## src/rtl/demuxd_buf_if.sv

```systemverilog
// Upstream word/select handshake and per-lane delivery bundle for demuxd_buf.
// The bcast_in signal exists only when DEMUXD_BCAST_EN is defined.
interface demuxd_buf_if #(
  parameter int N    = 3,
  parameter int SELW = $clog2(N)
);
  logic                 valid_in;
  logic                 ready_out;
  logic [SELW-1:0]      sel_in;
  logic [15:0]          d_in;
`ifdef DEMUXD_BCAST_EN
  logic                 bcast_in;
`endif
  logic [N-1:0]         valid_out;
  logic [N-1:0]         ready_in;
  logic [N-1:0][15:0]   d_out;
  logic                 err_out;

`ifdef DEMUXD_BCAST_EN
  modport master (output valid_in, sel_in, d_in, bcast_in, ready_in,
                  input  ready_out, valid_out, d_out, err_out);
  modport slave  (input  valid_in, sel_in, d_in, bcast_in, ready_in,
                  output ready_out, valid_out, d_out, err_out);
`else
  modport master (output valid_in, sel_in, d_in, ready_in,
                  input  ready_out, valid_out, d_out, err_out);
  modport slave  (input  valid_in, sel_in, d_in, ready_in,
                  output ready_out, valid_out, d_out, err_out);
`endif
endinterface

```

## src/rtl/demuxd_buf.sv

```systemverilog
// Registered 1-to-N demux: one buffered 16-bit word delivered to the selected lane.
// Define DEMUXD_BCAST_EN to add broadcast delivery of one word to every lane.
module demuxd_buf #(
  parameter int N = 3
) (
  input  logic        clk,
  input  logic        rst,
  demuxd_buf_if.slave bus
);
  localparam int SELW = $clog2(N);
  localparam logic [SELW:0] NLANES = (SELW+1)'(N);

`ifdef DEMUXD_BCAST_EN
  typedef enum logic [1:0] {EMPTY, FULL, BCAST} state_t;
`else
  typedef enum logic [1:0] {EMPTY, FULL} state_t;
`endif

  state_t          state_q, state_d;
  logic [15:0]     data_q, data_d;
  logic [SELW-1:0] sel_q, sel_d;
  logic            err_q, err_d;
  logic            lane_done;
`ifdef DEMUXD_BCAST_EN
  logic [N-1:0]    pend_q, pend_d, pend_left;
`endif

  always_ff @(posedge clk or posedge rst) begin
    if (rst) begin
      state_q <= EMPTY;
      data_q  <= '0;
      sel_q   <= '0;
      err_q   <= 1'b0;
`ifdef DEMUXD_BCAST_EN
      pend_q  <= '0;
`endif
    end else begin
      state_q <= state_d;
      data_q  <= data_d;
      sel_q   <= sel_d;
      err_q   <= err_d;
`ifdef DEMUXD_BCAST_EN
      pend_q  <= pend_d;
`endif
    end
  end

  always_comb begin
    state_d       = state_q;
    data_d        = data_q;
    sel_d         = sel_q;
    err_d         = 1'b0;
    lane_done     = 1'b0;
    bus.valid_out = '0;
    bus.ready_out = 1'b0;
`ifdef DEMUXD_BCAST_EN
    pend_d        = pend_q;
    pend_left     = '0;
`endif
    case (state_q)
      EMPTY: bus.ready_out = 1'b1;
      FULL: begin
        bus.valid_out[sel_q] = 1'b1;
        lane_done            = bus.ready_in[sel_q];
        // Pass-through ready lets a new word replace the departing one each cycle.
        bus.ready_out        = lane_done;
      end
`ifdef DEMUXD_BCAST_EN
      BCAST: begin
        bus.valid_out = pend_q;
        pend_left     = pend_q & ~bus.ready_in;
        lane_done     = (pend_left == '0);
        bus.ready_out = lane_done;
        pend_d        = pend_left;
      end
`endif
      default: ;
    endcase

    if (lane_done) state_d = EMPTY;

    if (bus.valid_in && bus.ready_out) begin
      data_d = bus.d_in;
      sel_d  = bus.sel_in;
`ifdef DEMUXD_BCAST_EN
      if (bus.bcast_in) begin
        state_d = BCAST;
        pend_d  = '1;
      end else
`endif
      if ({1'b0, bus.sel_in} < NLANES) begin
        state_d = FULL;
      end else begin
        state_d = EMPTY;
        err_d   = 1'b1;
      end
    end
  end

  // Idle lanes present zero so downstream write ports see no stale data.
  for (genvar k = 0; k < N; k++) begin : g_lane
    assign bus.d_out[k] = bus.valid_out[k] ? data_q : 16'h0000;
  end

  assign bus.err_out = err_q;
endmodule

```

## src/flat_wrapper.sv

```systemverilog
// flat-port wrapper written by rule: the top's interface ports become plain ports
module demuxd_buf_flat 
#(
  parameter int N = 3
)
  (clk, rst, bus_valid_in, bus_sel_in, bus_d_in, bus_ready_in, bus_ready_out, bus_valid_out, bus_d_out, bus_err_out);
  demuxd_buf_if #(.N(N)) bus_i ();
  input  logic clk;
  input  logic rst;
  input wire logic [$bits(bus_i.valid_in)-1:0] bus_valid_in;
  input wire logic [$bits(bus_i.sel_in)-1:0] bus_sel_in;
  input wire logic [$bits(bus_i.d_in)-1:0] bus_d_in;
  input wire logic [$bits(bus_i.ready_in)-1:0] bus_ready_in;
  output wire logic [$bits(bus_i.ready_out)-1:0] bus_ready_out;
  output wire logic [$bits(bus_i.valid_out)-1:0] bus_valid_out;
  output wire logic [$bits(bus_i.d_out)-1:0] bus_d_out;
  output wire logic [$bits(bus_i.err_out)-1:0] bus_err_out;
  assign bus_i.valid_in = bus_valid_in;
  assign bus_i.sel_in = bus_sel_in;
  assign bus_i.d_in = bus_d_in;
  assign bus_i.ready_in = bus_ready_in;
  assign bus_ready_out = bus_i.ready_out;
  assign bus_valid_out = bus_i.valid_out;
  assign bus_d_out = bus_i.d_out;
  assign bus_err_out = bus_i.err_out;
  demuxd_buf #(.N(N)) u_core (.clk(clk), .rst(rst), .bus(bus_i));
endmodule
```

## config.mk

```make
export PLATFORM = sky130hd
export DESIGN_NAME = demuxd_buf_flat
export DESIGN_NICKNAME = d
export VERILOG_FILES = /design/src/rtl/demuxd_buf_if.sv /design/src/rtl/demuxd_buf.sv /design/src/flat_wrapper.sv
export SDC_FILE = /design/constraint.sdc
export NUM_CORES = 1
export LEC_CHECK = 0
export ABC_AREA = 1
export CAP_MARGIN = 10
export CORE_ASPECT_RATIO = 2
export CORE_MARGIN = 2
export CORE_UTILIZATION = 35
export DETAILED_ROUTE_END_ITERATION = 16
export GPL_TIMING_DRIVEN = 0
export PLACE_DENSITY = 0.79
export SYNTH_ARGS = -nofsm -noshare
export SYNTH_HDL_FRONTEND = slang
export SYNTH_SLANG_ARGS = --single-unit
```

## constraint.sdc

```tcl
create_clock -name clk -period 3 [get_ports clk]
set_input_delay 0.6 -clock clk [delete_from_list [all_inputs] [get_ports clk]]
set_output_delay 0.6 -clock clk [all_outputs]
set_load 0.005 [all_outputs]
```

# Word level (Yosys, flattened, before mapping)
# Cells that the tools add are included.
# W data, S select, Z words.
[word_totals]
out_inout_bits = 53
input_bits = 24
register_bits = 21
elab_cells = 27
[classes]
n_lt_le_gt_ge = 3
mux = 15
reduce_logical = 4
n_eq_ne = 1
[ops]
columns = ["op", "n"]
rows = [
  ["$mux W16", 3],
  ["$mux W1", 6],
  ["$mux W2", 2],
  ["$lt A2 B3 Y1 const B", 1],
  ["$mux W3", 1],
  ["$bmux W1 S2", 1],
  ["$demux W1 S2", 1],
  ["$eq A2 B1 Y1 const B", 1],
  ["$ge A2 B1 Y1 const B", 1],
  ["$logic_and A1 B1 Y1", 2],
  ["$logic_not A2 Y1", 1],
  ["$lt A2 B2 Y1 const B", 1],
  ["$pmux W1 S2", 1],
  ["$reduce_bool A2 Y1", 1],
]

# Depth between registers and ports, before layout
[logic_depth]
word_depth = 6
depth_mapped = 9
mapped_depth_nobuf = 8

# Least setup slack after synthesis
# OpenSTA, ideal clock, no wires.
[synth_path]
path_type = "register to output"
from = "reg u_core.sel_q[0]"
to = "out bus_d_out[0]"
t_arrival_ns = 1.120
setup_slack_ns = 1.280
required_time_ns = 2.400
path_stages_with_launch = 5
path_buffers = 1
cell_sequence = "dfrtp_1 nor3_1 inv_2 clkbuf_8 nor2_1"
[synth_via]
elab_chain_len = 6
elab_cells_between_ends = 7
cone_classes = "order compare: 2; mux: 4; reduce/logical: 1"
[synth_rtl]
columns = ["element", "line", "source"]
rows = [
  ["start: declaration", "demuxd_buf.sv:21", "logic [SELW-1:0] sel_q, sel_d;"],
  ["start signal: assignment", "demuxd_buf.sv:40", "sel_q <= sel_d;"],
  ["$lt A2 B3 Y1 (not written as such) or $ge A2 B1 Y1 (tied branches)", "demuxd_buf.sv:63", "bus.valid_out[sel_q] = 1'b1;"],
  ["$logic_and A1 B1 Y1 (not written as such)", "demuxd_buf.sv:63", ""],
  ["$mux W1 (not written as such)", "demuxd_buf.sv:63", ""],
  ["$demux W1 S2 (*)", "n/a", ""],
  ["$mux W3 (*)", "demuxd_buf.sv:60", "case (state_q)"],
  ["net bus_valid_out[0]", "flat_wrapper.sv:15", "output wire logic [$bits(bus_i.valid_out)-1:0] bus_valid_out;"],
  ["$mux W16 (*)", "demuxd_buf.sv:102", "assign bus.d_out[k] = bus.valid_out[k] ? data_q : 16'h0000;"],
  ["end: declaration", "flat_wrapper.sv:16", "output wire logic [$bits(bus_i.d_out)-1:0] bus_d_out;"],
]
# The timed path passes the listed nets; every way through them passes the cells marked *.

# Final worst setup path
[layout_path]
from = "in bus_ready_in[1]"
to = "out bus_ready_out"
[layout_via]
elab_chain_len = 3
[layout_rtl]
columns = ["element", "line", "source"]
rows = [
  ["start: declaration", "flat_wrapper.sv:13", "input wire logic [$bits(bus_i.ready_in)-1:0] bus_ready_in;"],
  ["$bmux W1 S2", "demuxd_buf.sv:64", "lane_done = bus.ready_in[sel_q];"],
  ["$mux W1 (not written as such)", "demuxd_buf.sv:64", ""],
  ["$pmux W1 S2", "demuxd_buf.sv:60", ""],
  ["end: declaration", "flat_wrapper.sv:14", "output wire logic [$bits(bus_i.ready_out)-1:0] bus_ready_out;"],
]
# Every way passes these cells. The select of a mux whose other input is x is not followed.

==> reports/qor.yml <==
status: "complete, no violations"
path_clk_slew_ns: 0.07
grt_pass1_vias: 1219
hold_depth: 2
vias: 1301
die-height_um: 84.97
ir_drop_v: 0.0005189
postSynthAreaPerCell_um2: 6.789
power_uw: 1702
holdCritStartpoint: "u_core.data_q[4]"
wl_per_cell_um: 12.07
period_needed_ns: 2.729
cp_max_fo: 10
min_to: "u_core.data_q[4]"
first_pass_iters: 4
fin_crit_sh_pct: 90.97
cts_max_path_buffers: 2
cts_buffers: 3
die_area_um2: 3780
ys_seq_area_share_pct: 43.62
ios: 77
grtUsageTotal_pct: 19.93
layout.nets: 274
coreArea_um2: 3157
dpl.hpwl_um: 2812
setup_ws_ns: 0.2708
cp.required_ns: 2.40
ctsHoldBuffers: 0
grt_max_degree: 21
htreeDepth: 1
fillCellCount: 304
setup_viol: 0
antenna_found_initial: 0
r2r-start: "u_core.sel_q[0]"
io_buffers: 76
drc_errors: 0
setup_tns_ns: 0
wl_um: 3367
final_cell_mix: "clkdlybuf4s50_1, nor2_1, nand2_1"
diodes: 0
fmax_ghz: 0.3664
netlist_area_um2: 1147
crit_path_start_kind: "input port"
hold_class: "reg2reg"
dpl_worst_slack_ns: 0.2732
drive_above_1_share_pct: 8.065
syn2layout_area_growth_pct: 73.28
synthDistinctLibCells: 14
report.final.slew_viol_count: 0
drt_iter0_markers: 25
synthCells: 169
gp_congestion: 0.8348
cp_data_arrival_time_ns: 2.13
rr_worst_depth: 9
syn_nets: 193
die_x_um: 44.49
regToRegEndpoint: "u_core.data_q[14]"
cts.sinks: 20
final_common_cell: "clkdlybuf4s50_1"
final-hold-violation-count: 0
leakage_uw: 0.0009564
clock_skew_ns: 0.001711
post_cts_resized: 0
drv_cap: 0
r2r_setup_slack_ns: 1.73
row_count: 29
initial_core_util_pct: 36.35
relSlewSlack_pct: 51.48
synth_warnings: 0
criticalPathCategory: "in2out"
endpoint_kind: "output pin"
cts_root_buf: "clkbuf_8"
cts_tree: "yes"
grt_pass1_wl_um: 5637
drtAntennaViolNets: 0
grt-ovfl-total: 0
worst_pin_slew_ns: 0.7269
rsz0062_at_grt: "no"
cts_setup_buffers: 0
viasPerCell: 4.663
insertion_delay_ns: 0.25
synth-seq-cells: 20
powerDensity_nw_per_um2: 855.9
## cell usage after synthesis, drive strengths merged
cell,n,area (um^2)
buf,7,53.80
clkbuf,1,13.76
dfrtp,20,500.5
inv,24,90.08
nand2,46,182.7
nand3,19,95.09
nor2,49,186.4
nor3,3,25.02
## cell type report
type / count / area, um^2 / share of cell area, %
Inverter: 24 / 90.09 / 4.531
Buffer: 8 / 67.56 / 3.398
Timing Repair Buffer: 76 / 760.7 / 38.26
Multi-Input combinational cell: 117 / 489.2 / 24.61
Tap cell: 31 / 38.79 / 1.951
Clock buffer: 3 / 41.29 / 2.077
Sequential cell: 20 / 500.5 / 25.17
## worst max-delay path by stage
| stage | startpoint | to | slack, ns |
|---|---|---|---|
| floorplan | u_core.sel_q[0] | bus_d_out[0] | 1.28 |
| global placement | bus_ready_in[1] | bus_ready_out | 0.30 |
| detailed placement | bus_ready_in[1] | bus_ready_out | 0.27 |
| CTS | bus_ready_in[1] | bus_ready_out | 0.27 |
| global route | bus_ready_in[2] | bus_ready_out | 0.18 |
| finish | bus_ready_in[1] | bus_ready_out | 0.27 |
## critical path, stage by stage
cell and delay, ns:
clkdlybuf4s50_1 0.48, nand2_1 0.06, nand2_1 0.07, nand2_1 0.06, nand2_2 0.10, buf_2 0.23, clkdlybuf4s50_1 0.53
## registers in the layout (all words and copies together) (netlist names)
signal,flops
u_core.state_q,1
u_core.sel_q,2
u_core.data_q,16
u_core.bus.err_out,1
## routing by layer
layer  GRT usage [%]  up-vias  part of all wire [%]
li1                -      660                     -
met4           14.60        0                   6.0
met2           34.65       52                    56
met5               0        -                     0
met3           1.277       15                   3.5
met1           21.06      574                    35
## where the power goes
group | switching, uW | internal [uW] | leakage (uW)
registers | 85.2 | 395 | 0.000246
clock network | 81.1 | 89.4 | 0.0000216
logic | 516 | 535 | 0.000689
total | 683 | 1020 | 0.000956
## cell families (layout without fill, tap and decap cells)
group / Yosys count / after routing / synth area share, %
buffers and inverters: 32 / 111 / 13.74
flip-flops: 20 / 20 / 43.62
AND/OR/NAND/NOR: 117 / 117 / 42.64
## through the flow
stage	hold WS [ns]	std cells	util [%]	cell area, um^2
detailed placement	0.4616	276	61.67	1947
finish	0.4732	279	62.98	1988
global route	0.4968	279	62.98	1988
CTS	0.4782	279	62.98	1988
floorplan	0.4419	169	-	1147
global placement	0.4548	276	61.67	1947
Note: power is estimated with default switching activity, not from simulation.
